## config.mk

```make
export PLATFORM = sky130hd
export DESIGN_NAME = adc_bcd_converter
export DESIGN_NICKNAME = d
export VERILOG_FILES = /design/src/rtl/adc_bcd_converter.sv
export SDC_FILE = /design/constraint.sdc
export NUM_CORES = 1
export LEC_CHECK = 0
export CORE_MARGIN = 1.5
export CORE_UTILIZATION = 55
export CTS_CLUSTER_DIAMETER = 100
export DETAILED_ROUTE_END_ITERATION = 8
export PLACE_DENSITY_LB_ADDON = 0.15
export SYNTH_ARGS = -nofsm -noshare
export SYNTH_HDL_FRONTEND = slang
export SYNTH_SLANG_ARGS = --single-unit
```

## constraint.sdc

```tcl
create_clock -name clk -period 2.7 [get_ports clk]
set_input_delay 0.54 -clock clk [delete_from_list [all_inputs] [get_ports clk]]
set_output_delay 0.54 -clock clk [all_outputs]
set_load 0.01 [all_outputs]
```

## src/rtl/adc_bcd_converter.sv

```systemverilog
// adc_bcd_converter: averages blocks of 2^AVG_LOG2 unsigned 12-bit ADC
// samples and converts each average to four BCD digits with a
// shift-and-add-3 (double dabble) engine, one bit per clock.
//
// Ports:
//   clk, rst_n      clock, asynchronous active-low reset
//   i_data, i_valid 12-bit sample and its one-cycle strobe
//   o_ones..o_thousands  BCD digits of the last converted average (held)
//   o_valid         one-cycle pulse, digits updated this cycle
//   o_busy          high while a conversion is running (CONV or DONE)
//   o_drop          one-cycle pulse, a finished average was discarded
module adc_bcd_converter #(
  parameter int unsigned AVG_LOG2 = 2
) (
  input  logic        clk,
  input  logic        rst_n,
  input  logic [11:0] i_data,
  input  logic        i_valid,
  output logic [3:0]  o_ones,
  output logic [3:0]  o_tens,
  output logic [3:0]  o_hundreds,
  output logic [3:0]  o_thousands,
  output logic        o_valid,
  output logic        o_busy,
  output logic        o_drop
);

  localparam int unsigned DW    = 12;
  localparam int unsigned AW    = DW + AVG_LOG2;
  localparam int unsigned CW    = (AVG_LOG2 == 0) ? 1 : AVG_LOG2;
  localparam int unsigned NS    = 1 << AVG_LOG2;
  localparam int unsigned BW    = 16;
  localparam int unsigned IW    = 4;
  localparam int unsigned ITERS = 12;

  typedef enum logic [1:0] {
    IDLE = 2'd0,
    CONV = 2'd1,
    DONE = 2'd2
  } state_t;

  state_t          state_q, state_d;
  logic [AW-1:0]   acc_q, acc_d;
  logic [CW-1:0]   cnt_q, cnt_d;
  logic [DW-1:0]   bin_q, bin_d;
  logic [BW-1:0]   bcd_q, bcd_d;
  logic [IW-1:0]   iter_q, iter_d;
  logic [BW-1:0]   digits_q, digits_d;
  logic            valid_q, valid_d;
  logic            busy_q, busy_d;
  logic            drop_q, drop_d;

  logic [AW-1:0]      sum_c;
  logic               last_c;
  logic [DW-1:0]      avg_c;
  logic [BW+DW-1:0]   shift_c;

  // Add 3 to every nibble that is 5 or more, ahead of the left shift.
  function automatic logic [BW-1:0] bcd_adjust(input logic [BW-1:0] b);
    logic [BW-1:0] r;
    r = b;
    for (int i = 0; i < 4; i++) begin
      if (b[4*i +: 4] >= 4'd5) r[4*i +: 4] = b[4*i +: 4] + 4'd3;
    end
    return r;
  endfunction

  // Block accumulation: the sum includes the current sample so the average
  // is ready on the edge that accepts the last sample of a block.
  assign sum_c  = acc_q + AW'(i_data);
  assign last_c = i_valid && (cnt_q == CW'(NS - 1));
  assign avg_c  = DW'(sum_c >> AVG_LOG2);

  // Next-state and output logic.
  always_comb begin
    state_d  = state_q;
    acc_d    = acc_q;
    cnt_d    = cnt_q;
    bin_d    = bin_q;
    bcd_d    = bcd_q;
    iter_d   = iter_q;
    digits_d = digits_q;
    valid_d  = 1'b0;
    drop_d   = 1'b0;
    shift_c  = '0;

    // Samples are accepted in every state.
    if (i_valid) begin
      if (last_c) begin
        acc_d = '0;
        cnt_d = '0;
      end else begin
        acc_d = sum_c;
        cnt_d = cnt_q + CW'(1);
      end
    end

    case (state_q)
      IDLE: begin
        if (last_c) begin
          bin_d   = avg_c;
          bcd_d   = '0;
          iter_d  = '0;
          state_d = CONV;
        end
      end
      CONV: begin
        shift_c = {bcd_adjust(bcd_q), bin_q} << 1;
        bcd_d   = shift_c[BW+DW-1:DW];
        bin_d   = shift_c[DW-1:0];
        iter_d  = iter_q + IW'(1);
        if (iter_q == IW'(ITERS - 1)) state_d = DONE;
        drop_d  = last_c;
      end
      DONE: begin
        digits_d = bcd_q;
        valid_d  = 1'b1;
        state_d  = IDLE;
        // DONE is still the sampled state here, so a new average is lost.
        drop_d   = last_c;
      end
      default: begin
        state_d = IDLE;
      end
    endcase

    busy_d = (state_d != IDLE);
  end

  // State and output registers.
  always_ff @(posedge clk or negedge rst_n) begin
    if (!rst_n) begin
      state_q  <= IDLE;
      acc_q    <= '0;
      cnt_q    <= '0;
      bin_q    <= '0;
      bcd_q    <= '0;
      iter_q   <= '0;
      digits_q <= '0;
      valid_q  <= 1'b0;
      busy_q   <= 1'b0;
      drop_q   <= 1'b0;
    end else begin
      state_q  <= state_d;
      acc_q    <= acc_d;
      cnt_q    <= cnt_d;
      bin_q    <= bin_d;
      bcd_q    <= bcd_d;
      iter_q   <= iter_d;
      digits_q <= digits_d;
      valid_q  <= valid_d;
      busy_q   <= busy_d;
      drop_q   <= drop_d;
    end
  end

  assign o_thousands = digits_q[15:12];
  assign o_hundreds  = digits_q[11:8];
  assign o_tens      = digits_q[7:4];
  assign o_ones      = digits_q[3:0];
  assign o_valid     = valid_q;
  assign o_busy      = busy_q;
  assign o_drop      = drop_q;

endmodule

```

* After elaboration in Yosys (flattened, before gate mapping)
Cells that the tools add are included.
Widths: inputs -> output; s select.
** Operators by class
- Add/subtract/negate cells :: 7
- Magnitude comparators :: 4
- Eq/ne operators :: 5
- Mux-type cells :: 17
- Reductions and logical operators :: 6
** Operator list (count)
- $pmux 16 s2 :: 1
- $pmux 12 s2 :: 1
- $ge 4x3->1 const B :: 4
- $mux 16 :: 1
- $mux 4 :: 4
- $add 14x12->14 :: 1
- $mux 14 :: 1
- $add 4x2->4 const B :: 3
- $mux 12 :: 1
- $pmux 4 s2 :: 1
- $mux 2 :: 3
- $add 4x1->4 const B :: 1
- $eq 2x2->1 const B :: 2
- $eq 4x4->1 const B :: 1
- $pmux 2 s2 :: 1
- $reduce_bool 2->1 :: 2
- $add 3x2->3 const B :: 1
- $mux 3 :: 1
- $add 2x1->2 const B :: 1
- $eq 2x1->1 const B :: 1
- $logic_not 2->1 :: 1
- $mux 1 :: 2
- $ne 2x2->1 const B :: 1
- $reduce_and 2->1 :: 1
- 2 further kinds :: 2
** Storage, ports and cells
- Flip-flop bits (word level) :: 69
- Bits of input ports :: 15
- Output and inout port bits :: 19
- Word-level logic and storage cells :: 49

* Depth between registers and ports, before layout
- Depth after elaboration :: 5
- Mapped depth :: 9
- Gate-level depth less buffers :: 9

* Worst setup path after synthesis
No wires, ideal clock.
- Path kind :: input port to flip-flop
- Start point :: input i_data[0]
- End point :: register acc_q[12]
- Library setup time :: 0.124 ns
- Arrival time :: 1.966 ns
- Data required time :: 2.576 ns
- Setup slack :: 0.610 ns
- Cell stages on the path :: 9
- Buffers on the path :: 0
- Cell sequence :: ha_1 inv_1 fa_1 nand2b_1 a21oi_1 o22ai_1 o21a_1 mux2i_1 o21ai_1
** On the way
- Cells in the longest elaborated chain, start to end :: 2
** RTL lines
- start, declared :: line 17 : input logic [11:0] i_data,
- $add 14x12->14 :: line 70 : assign sum_c = acc_q + AW'(i_data);
- $mux 14 :: line 89 : if (last_c) begin
- end signal, assigned :: line 134 : acc_q <= '0;
- end signal, assigned :: line 145 : acc_q <= acc_d;
- end, declared :: line 43 : logic [AW-1:0] acc_q, acc_d;
No other way between the ends.
A chain may end at the register's enable or synchronous reset.

* Worst setup path after layout
Same ends and word-level chain as after synthesis.

==> impl_metrics.yaml <==
run_status:
  status: "finished, final reports clean"
routing:
  drt-total-wl_um: 6869
  wl_per_cell_um: 15.20
  vias_per_cell: 5.710
  drt_iter0_markers: 115
  drc_errors: 0
  drtPass1Iterations: 4
  vias: 2581
  ant_nets: 0
global_routing:
  use_met1: 0.2777
  grt_overflow: 0
  use_met2: 0.3614
  grt_usage: 0.2139
  grt_pass1_wl_um: 11940
  grt_pass1_vias: 2564
  busiest_layer: "met2"
  grt_start_max_net_pins: 43
  antenna_found_initial: 0
  grt_use_met3: 0.03479
clocking:
  clkTransAtPathRegs_ns: 0.08
  cts_tree: "built"
  cts_buffers: 9
  cts_buffer_depth: 2
  clock-sinks: 69
  cts_hold_buf: 0
  post_cts_resized: 0
  clock_latency_ns: 0.34
  root_buffer: "clkbuf_8"
  htree_levels: 3
  cts_setup_buffers: 0
synthesis:
  syn_area_um2: 3546
  synth_commonest_cells: "dfrtp_1 (69), ha_1 (25), a21oi_1 (21), inv_1 (20)"
  yosysTopAreaCellShare: 0.4869
  synth_enable_flop_cells: 0
  synthTopCellsByArea: "dfrtp_1 (49%), ha_1 (8.8%), mux2_2 (5.4%), a21oi_1 (3.0%), xor2_1 (3.0%)"
  synth-async-reset-ratio: 1.000
  yosys_register_bits: 69
  syn-mean-instance-area_um2: 10.88
  synth_fp_nets: 367
  synthDistinctLibCells: 44
  syn_inst: 326
  synth_most_common_cell: "dfrtp_1"
  synth.largest_area_cell: "dfrtp_1"
  ys.warnings.count: 0
  ys.flop_type: "dfrtp_1"
  synth_seq_area_share: 0.4869
sta:
  skew_ns: 0.007510
  setup_tns_ns: 0
  postLayoutSetupSlackWorst_ns: 0.3306
  slew_headroom: 0.5114
  post-route-period-util: 0.8775
  max_freq_mhz: 422.1
  rsz0062_at_grt: "false"
  min_period_ns: 2.369
  finalMaxSlewViolations: 0
  setup_viol: 0
  hold_viol: 0
  tightest_slew_ns: 0.7328
place:
  place_congestion: 0.8689
  place_ws_ns: -0.02474
  dp_hpwl_um: 4874
  port_buffers: 33
worst_setup_path:
  crit_type: "input pin to flop"
  worstPathCellList: "clkdlybuf4s50_1 > ha_1 > inv_1 > fa_1 > nand2b_1 > a21oi_1 > o22ai_1 > o21a_1 > mux2i_1 > o21ai_1"
  endpoint: "acc_q[12]$_DFFE_PN0P_"
  setup.worst_path.start_class: "input pin"
  timing.rr.end: "acc_q[12]$_DFFE_PN0P_"
  timing.critical_path.from: "i_data[0]"
  required_ns: 2.92
  worstPathArrival_ns: 2.59
  rrSetupSlack_ns: 0.64
  crit_path_top_delay_cell: "clkdlybuf4s50_1"
  crit_path_max_incr_delay_ns: 0.46
  cp_max_fo: 3
  r2r_start: "acc_q[0]$_DFFE_PN0P_"
  end_kind: "flop"
  r2r_cells: 9
layout:
  multi_input_area_um2: 1673
  ff_latch_area_um2: 1727
  area_growth_pct: 20.96
  fillers: 505
  final_nets: 411
  antennaDiodeCount: 0
  drive_above_1_share: 0.1360
power:
  power_density_nw_per_um2: 978.3
  ir_worst_vdd_mv: 0.5904
  p_leak_uw: 0.001957
floorplanning:
  die_h_um: 83.30
  ios: 34
  die_w_um: 83.30
  coreArea_um2: 6277
  dieArea_um2: 6938
  row_count: 29
  floorplan.initialDensity: 0.5649
flow_run:
  cap_viol_max_count: 0
hold_path:
  hold_class: "input pin to async pin"
==> how the worst min path moves through the flow <==
| stage | cells past startpoint | slack (ns) | end | startpoint |
|---|---|---|---|---|
| after global routing | 1 | 0.30 | digits_q[14]$_DFFE_PN0P_ | rst_n |
| after global placement | 1 | 0.47 | cnt_q[0]$_DFFE_PN0P_ | cnt_q[0]$_DFFE_PN0P_ |
| after floorplan | 0 | 0.24 | acc_q[0]$_DFFE_PN0P_ | rst_n |
| after detailed placement | 1 | 0.48 | acc_q[3]$_DFFE_PN0P_ | acc_q[3]$_DFFE_PN0P_ |
| final | 1 | 0.23 | digits_q[14]$_DFFE_PN0P_ | rst_n |
| after CTS | 1 | 0.25 | digits_q[14]$_DFFE_PN0P_ | rst_n |
==> stage by stage <==
stage                     utilization  cell area [µm²]  std cells  power, µW  hold slack, ns
after floorplan                     -             3546        326       2644          0.2444
after global placement         0.6400             4018        436       3032          0.4712
after detailed placement       0.6400             4018        436       3087          0.4807
after CTS                      0.6833             4289        452       4222          0.2463
after global routing           0.6833             4289        452       4489          0.2957
final                          0.6833             4289        452       4196          0.2334
==> critical path, delay by kind of cell <==
family / cells / cell delay, ns
muxes: 1 / 0.16
and+or+nand+nor: 1 / 0.18
AOI/OAI and AO/OA: 4 / 0.66
buffers and inverters: 2 / 0.51
adders and majority gates: 2 / 0.53
==> layer usage <==
layer  routed length, µm  vias up  part of all wire
li1                    -     1263                 -
met1                3206     1263              0.47
met2                3359       47              0.49
met3                 198        8             0.029
met4                 104        0             0.015
met5                   0        -                 0
==> flip-flops by register name (all words and copies together) (netlist names), 2 cells and up <==
name	count
state_q	2
iter_q	4
bin_q	12
bcd_q	16
digits_q	16
acc_q	14
cnt_q	2
==> layout make-up <==
cell class / count / share of cell area
flip-flops and latches: 69 / 0.4026
multi-input cells: 222 / 0.3900
repair buffers: 47 / 0.1033
clock buffers: 10 / 0.03209
clock inverters: 6 / 0.03121
well taps: 77 / 0.02246
inverters: 21 / 0.01838
==> cells in the final DEF (no fill, tap or decap), types with 2 or more instances in the layout <==
cell | netlist | layout
a211oi_1 | 3 | 3
a21o_1 | 3 | 3
a21oi_1 | 21 | 21
a22oi_1 | 5 | 5
a31oi_1 | 3 | 3
a32o_1 | 4 | 4
and4_1 | 2 | 2
buf_4 | 0 | 13
bufinv_16 | 0 | 4
clkbuf_8 | 0 | 10
clkdlybuf4s50_1 | 0 | 32
dfrtp_1 | 69 | 69
ha_1 | 25 | 25
inv_1 | 20 | 20
mux2_2 | 17 | 17
mux2i_1 | 3 | 3
nand2_1 | 17 | 17
nand2b_1 | 8 | 8
nand3_1 | 3 | 3
nand4_1 | 2 | 2
nor2_1 | 13 | 13
nor3_1 | 3 | 3
o21a_1 | 3 | 3
o21ai_0 | 7 | 7
o21ai_1 | 16 | 16
o22ai_1 | 13 | 13
o2bb2ai_1 | 10 | 10
o31ai_1 | 5 | 5
o32ai_1 | 3 | 3
xnor2_1 | 9 | 9
xor2_1 | 12 | 12
==> where the power goes <==
group,internal (µW),switching (µW)
clock,732,389
combinational,708,899
sequential,1290,173
==> cell families (layout without fill, tap and decap cells) <==
| group | after synthesis | count (layout) | synth area share |
|---|---|---|---|
| compound gates | 103 | 103 | 0.1934 |
| flops | 69 | 69 | 0.4869 |
| mux | 20 | 20 | 0.06246 |
| simple gates | 52 | 52 | 0.07022 |
| xor+xnor | 21 | 21 | 0.05187 |
| fa+ha+maj | 26 | 26 | 0.09386 |
| buf+inv | 35 | 84 | 0.04128 |
No activity file was read; power rests on OpenSTA's default activity.
